===== config.mk =====
export PLATFORM = sky130hd
export DESIGN_NAME = router_data_reg
export DESIGN_NICKNAME = d
export VERILOG_FILES = /design/src/rtl/router_pkg.sv /design/src/rtl/router_parity_acc.sv /design/src/rtl/router_data_reg.sv
export SDC_FILE = /design/constraint.sdc
export NUM_CORES = 1
export LEC_CHECK = 0
export BUFFER_PORTS_ARGS = -buffer_cell sky130_fd_sc_hd__buf_2
export CORE_MARGIN = 1
export CORE_UTILIZATION = 45
export CTS_CLUSTER_SIZE = 30
export DETAILED_ROUTE_END_ITERATION = 6
export PLACE_DENSITY = 0.61
export SLEW_MARGIN = 10
export SYNTH_ARGS = -nofsm -noshare
export SYNTH_HDL_FRONTEND = slang
export SYNTH_SLANG_ARGS = --single-unit

===== constraint.sdc =====
create_clock -name clk -period 1.7 [get_ports clk]
set_input_delay 0.17 -clock clk [delete_from_list [all_inputs] [get_ports clk]]
set_output_delay 0.17 -clock clk [all_outputs]
set_load 0.05 [all_outputs]

===== src/rtl/router_pkg.sv =====
// Shared router definitions: byte width, header address field and FSM strobe bundle.
package router_pkg;

    localparam int DATA_W   = 8;
    localparam int ADDR_LSB = 0;
    localparam int ADDR_W   = 2;
    localparam logic [ADDR_W-1:0] ADDR_RSVD = 2'b11;

    typedef logic [DATA_W-1:0] byte_t;

    // One-hot control-FSM strobes that the parity accumulator acts on.
    typedef struct packed {
        logic detect_add;
        logic lfd;
        logic ld;
        logic laf;
        logic rst_int;
    } strb_t;

    function automatic logic [ADDR_W-1:0] hdr_addr(input byte_t h);
        return h[ADDR_LSB +: ADDR_W];
    endfunction

endpackage


===== src/rtl/router_parity_acc.sv =====
// Running XOR parity of written bytes, captured packet parity byte, and the err compare.
module router_parity_acc
    import router_pkg::*;
(
    input  logic  clk,
    input  logic  reset,
    input  strb_t strb,
    input  logic  packet_valid,
    input  logic  fifo_full,
    input  logic  fpay,
    input  byte_t datain,
    input  byte_t hdr,
    input  byte_t fbyte,
    input  logic  parity_done,
    output logic  err
);

    byte_t ipar;
    byte_t ppar;

    // Only payload bytes are folded in; the parity byte itself (packet_valid low,
    // or fpay low when it was parked in fbyte) stays out of ipar.
    always_ff @(posedge clk or posedge reset) begin
        if (reset) begin
            ipar <= '0;
        end else if (strb.detect_add) begin
            ipar <= '0;
        end else if (strb.lfd) begin
            ipar <= ipar ^ hdr;
        end else if (strb.ld && packet_valid && !fifo_full) begin
            ipar <= ipar ^ datain;
        end else if (strb.laf && fpay) begin
            ipar <= ipar ^ fbyte;
        end
    end

    // Parity byte is latched even when the FIFO is full; it is a compare operand, not a write.
    always_ff @(posedge clk or posedge reset) begin
        if (reset) begin
            ppar <= '0;
        end else if (strb.detect_add) begin
            ppar <= '0;
        end else if (strb.ld && !packet_valid) begin
            ppar <= datain;
        end
    end

    always_ff @(posedge clk or posedge reset) begin
        if (reset) begin
            err <= 1'b0;
        end else if (strb.lfd) begin
            err <= 1'b0;
        end else if (strb.rst_int && parity_done) begin
            err <= (ipar != ppar);
        end
    end

endmodule


===== src/rtl/router_data_reg.sv =====
// Router datapath register: header hold, full-byte buffer, dout staging and packet status flags.
module router_data_reg
    import router_pkg::*;
(
    input  logic              clk,
    input  logic              reset,
    input  logic              packet_valid,
    input  logic [DATA_W-1:0] datain,
    input  logic              fifo_full,
    input  logic              detect_add,
    input  logic              lfd_state,
    input  logic              ld_state,
    input  logic              laf_state,
    input  logic              full_state,
    input  logic              rst_int_reg,
    output logic              parity_done,
    output logic              low_packet_valid,
    output logic              err,
    output logic [DATA_W-1:0] dout
);

    byte_t hdr;
    byte_t fbyte;
    logic  fpay;
    strb_t strb;

    assign strb = '{detect_add: detect_add, lfd: lfd_state, ld: ld_state,
                    laf: laf_state, rst_int: rst_int_reg};

    always_ff @(posedge clk or posedge reset) begin
        if (reset) begin
            hdr <= '0;
        end else if (detect_add && packet_valid) begin
            hdr <= datain;
        end
    end

    // fpay remembers whether the parked byte was payload or the parity byte.
    always_ff @(posedge clk or posedge reset) begin
        if (reset) begin
            dout  <= '0;
            fbyte <= '0;
            fpay  <= 1'b0;
        end else if (lfd_state) begin
            dout <= hdr;
        end else if (ld_state && !fifo_full) begin
            dout <= datain;
        end else if (ld_state && fifo_full) begin
            fbyte <= datain;
            fpay  <= packet_valid;
        end else if (laf_state) begin
            dout <= fbyte;
        end else if (full_state) begin
            dout <= dout;
        end
    end

    always_ff @(posedge clk or posedge reset) begin
        if (reset) begin
            low_packet_valid <= 1'b0;
        end else if (ld_state && !packet_valid) begin
            low_packet_valid <= 1'b1;
        end else if (rst_int_reg) begin
            low_packet_valid <= 1'b0;
        end
    end

    // When the parity byte met a full FIFO, the packet closes once it drains in laf.
    always_ff @(posedge clk or posedge reset) begin
        if (reset) begin
            parity_done <= 1'b0;
        end else if (detect_add) begin
            parity_done <= 1'b0;
        end else if (ld_state && !fifo_full && !packet_valid) begin
            parity_done <= 1'b1;
        end else if (laf_state && low_packet_valid && !parity_done) begin
            parity_done <= 1'b1;
        end
    end

    router_parity_acc u_par (
        .clk          (clk),
        .reset        (reset),
        .strb         (strb),
        .packet_valid (packet_valid),
        .fifo_full    (fifo_full),
        .fpay         (fpay),
        .datain       (datain),
        .hdr          (hdr),
        .fbyte        (fbyte),
        .parity_done  (parity_done),
        .err          (err)
    );

endmodule


==> results.sh <==
export IMPL_rsz0062_at_grt="no"
export IMPL_cts_buffer_depth=2
export IMPL_arrival_ns=1.65
export IMPL_clkPwrFrac_pct=26.6
export IMPL_seq_power_share_pct=48.9
export IMPL_ant_nets=0
export IMPL_clock_latency_ns=0.30
export IMPL_io_buffer_count=27
export IMPL_die_x_um=72.5
export IMPL_hold_ws_ns=0.0798
export IMPL_synth_compound_area_share_pct=12.0
export IMPL_synthAdderAreaFrac_pct=0
export IMPL_core_um2=4750
export IMPL_worstSetupPathType="reg -> reg"
export IMPL_hold_violations=0
export IMPL_finalCritPeriodShare_pct=86.3
export IMPL_gp_congestion=0.819
export IMPL_tightest_slew_ns=0.652
export IMPL_yosys_area_share_simple_pct=20.0
export IMPL_fp_row_count=25
export IMPL_muxShareOfSynthArea_pct=12.6
export IMPL_grt_remaining_overflow=0
export IMPL_final_common_cell="dfrtp_1"
export IMPL_avgSynthCellArea_um2=9.75
export IMPL_swShare_pct=30.4
export IMPL_final_util_pct=56.1
export IMPL_grt_max_degree=26
export IMPL_htree_num_levels=2
export IMPL_wl_um=4850
export IMPL_fillCellCount=462
export IMPL_peakVddDrop_uv=580
export IMPL_synth_seq_cells=44
export IMPL_hold_class="in -> reg"
export IMPL_place_area_um2=2560
export IMPL_cp_end_kind="flop"
export IMPL_drc_errors=0
export IMPL_root_buffer="clkbuf_8"
export IMPL_p_switching_mw=0.799
export IMPL_crit_fanout=7
export IMPL_synth_top_family_by_area="simple AND/OR/NAND/NOR gates"
export IMPL_die_y_um=72.5
export IMPL_cts_made_buffers=5
export IMPL_cp_start_kind="flop"
export IMPL_vias=1720
export IMPL_layout_nets=288
export IMPL_antenna_found_initial=0
export IMPL_grt_pass1_wl_um=8000
export IMPL_syn_inst=229
export IMPL_met3_usage_pct=4.44
export IMPL_synth_xor_area_share_pct=3.14
export IMPL_drt_initial_drc_count=78
export IMPL_pwr_share_comb_pct=24.5
export IMPL_finalSetupViolations=0
export IMPL_ys_seq_area_share_pct=49.3
export IMPL_synth_area_top_cells="dfrtp_1 (49%), mux2_2 (12%), nand2_1 (6.7%)"
export IMPL_num_io_pins=29
export IMPL_fmax_mhz=681
export IMPL_grt_met2_usage_pct=34.6
export IMPL_required_ns=1.88
export IMPL_cts_tree="done"
export IMPL_yosysWarnings=0
export IMPL_initial_core_util_pct=47.0
export IMPL_yosysTopAreaCell="dfrtp_1"
export IMPL_num_antenna_cells=0
export IMPL_grt_use_met1_pct=26.5
export IMPL_syn_nets=247
export IMPL_numClockSinks=44
export IMPL_area_growth_pct=19.5
export IMPL_dp_hpwl_um=3550
export IMPL_relSlewSlack_pct=56.2
export IMPL_p_leak_nw=1.17
export IMPL_busiest_layer="met2"
export IMPL_drive_gt1_share_pct=28.9
export IMPL_drt_wirelength_per_cell_um=14.4
export IMPL_drv_cap=0
export IMPL_outcome="finished, final reports clean"
export IMPL_power_density_nw_per_um2=985
export IMPL_final_cell_mix="dfrtp_1 (44), nand2_1 (40), buf_2 (27)"
export IMPL_dr_pass1_iters=5
export IMPL_stdcell_area_um2=2670
export IMPL_drv_slew=0
export IMPL_yosysUniqueCellTypes=23
export IMPL_synthDominantCellAreaShare_pct=49.3
export IMPL_fin_skew_ns=0.00523
export IMPL_netlist_area_um2=2230
export IMPL_clkTransAtPathRegs_ns=0.08
export IMPL_intPower_mw=1.83
export IMPL_period_needed_ns=1.47
export IMPL_first_global_vias=1648
export IMPL_finalPower_mw=2.63
export IMPL_grtUsageTotal_pct=20.6
export IMPL_dieArea_um2=5250
export IMPL_vias_per_cell=5.10
==> power by group through the flow <==
stage | registers, mW | logic, mW | clock network (mW)
floorplan | 1.41 | 0.351 | 0
global placement | 1.30 | 0.641 | 0
detailed placement | 1.31 | 0.648 | 0
CTS | 1.29 | 0.652 | 0.726
global route | 1.31 | 0.710 | 0.782
finish | 1.29 | 0.644 | 0.701
==> what timing repair did <==
item                       CTS  global route
resized for setup            0             0
hold endpoints to repair    17             0
hold buffers                 1             0
setup endpoints to repair    0             0
setup buffers                0             0
==> per-stage QoR <==
step | setup TNS [ns] | worst slack, ns | std cells
after floorplan | 0 | 0.243 | 229
after global placement | -0.0344 | -0.0173 | 329
after detailed placement | -0.00707 | -0.00304 | 329
after CTS | 0 | 0.241 | 337
after global routing | 0 | 0.175 | 337
final | 0 | 0.232 | 337
==> worst max-delay path: stages, from the launching register on <==
cell and delay (ns):
dfrtp_1 0.39, a2111oi_4 0.10, buf_12 0.15, a211oi_1 0.34, mux2_2 0.38
==> cells in the mapped netlist (all sizes together) <==
cell / count
a2111oi: 1
nand2b: 1
nor2: 17
nand3: 2
dfrtp: 44
nand4: 1
a21oi: 17
xnor2: 8
o21ai: 16
and3b: 1
a221oi: 1
buf: 3
mux2: 25
a211oi: 9
nor2b: 19
nor3: 3
nand2: 40
clkbuf: 10
nand3b: 9
inv: 2
==> registers in the layout, indices dropped and copies added, names as in the netlist <==
| name | count |
|---|---|
| hdr | 8 |
| parity_done | 1 |
| u_par.ipar | 8 |
| fpay | 1 |
| fbyte | 8 |
| low_packet_valid | 1 |
| dout | 8 |
| u_par.ppar | 8 |
| u_par.err | 1 |
==> path summary, 6_finish.rpt <==
path                                      from                            to  slack [ns]  depth (start not counted)
max                           fpay$_DFFE_PP0P_     u_par.ipar[6]$_DFFE_PP0P_        0.23                          4
min                                rst_int_reg  low_packet_valid$_DFFE_PP0P_        0.08                          2
min in group asynchronous                reset           dout[2]$_DFFE_PP0P_        0.42                          3
min reg2reg                dout[4]$_DFFE_PP0P_           dout[4]$_DFFE_PP0P_        0.48                          2
max in group asynchronous                reset     u_par.ppar[5]$_DFFE_PP0P_        0.70                          4
max reg2reg                   fpay$_DFFE_PP0P_     u_par.ipar[6]$_DFFE_PP0P_        0.23                          4
==> cell type report <==
cell class	count	area [um^2]	area share, %
repair buffers	47	313	11.7
well taps	67	83.8	3.14
inverters	2	7.51	0.281
flip-flops and latches	44	1100	41.3
clock buffers	7	96.3	3.61
multi-input cells	170	1070	40.0
==> cell families after synthesis <==
group                     after synthesis
AOI/OAI and AO/OA                      44
muxes                                  25
DFF                                    44
xor gates and xnor gates                8
and+or+nand+nor                        93
buffers and inverters                  15
==> routing by layer <==
metal / up-vias / part of all wire [%]
met2: 27 / 48
met3: 6 / 3.2
met5: - / 0
met1: 824 / 47
li1: 863 / -
met4: 0 / 1.5
Power figures use the tool's default switching activity.
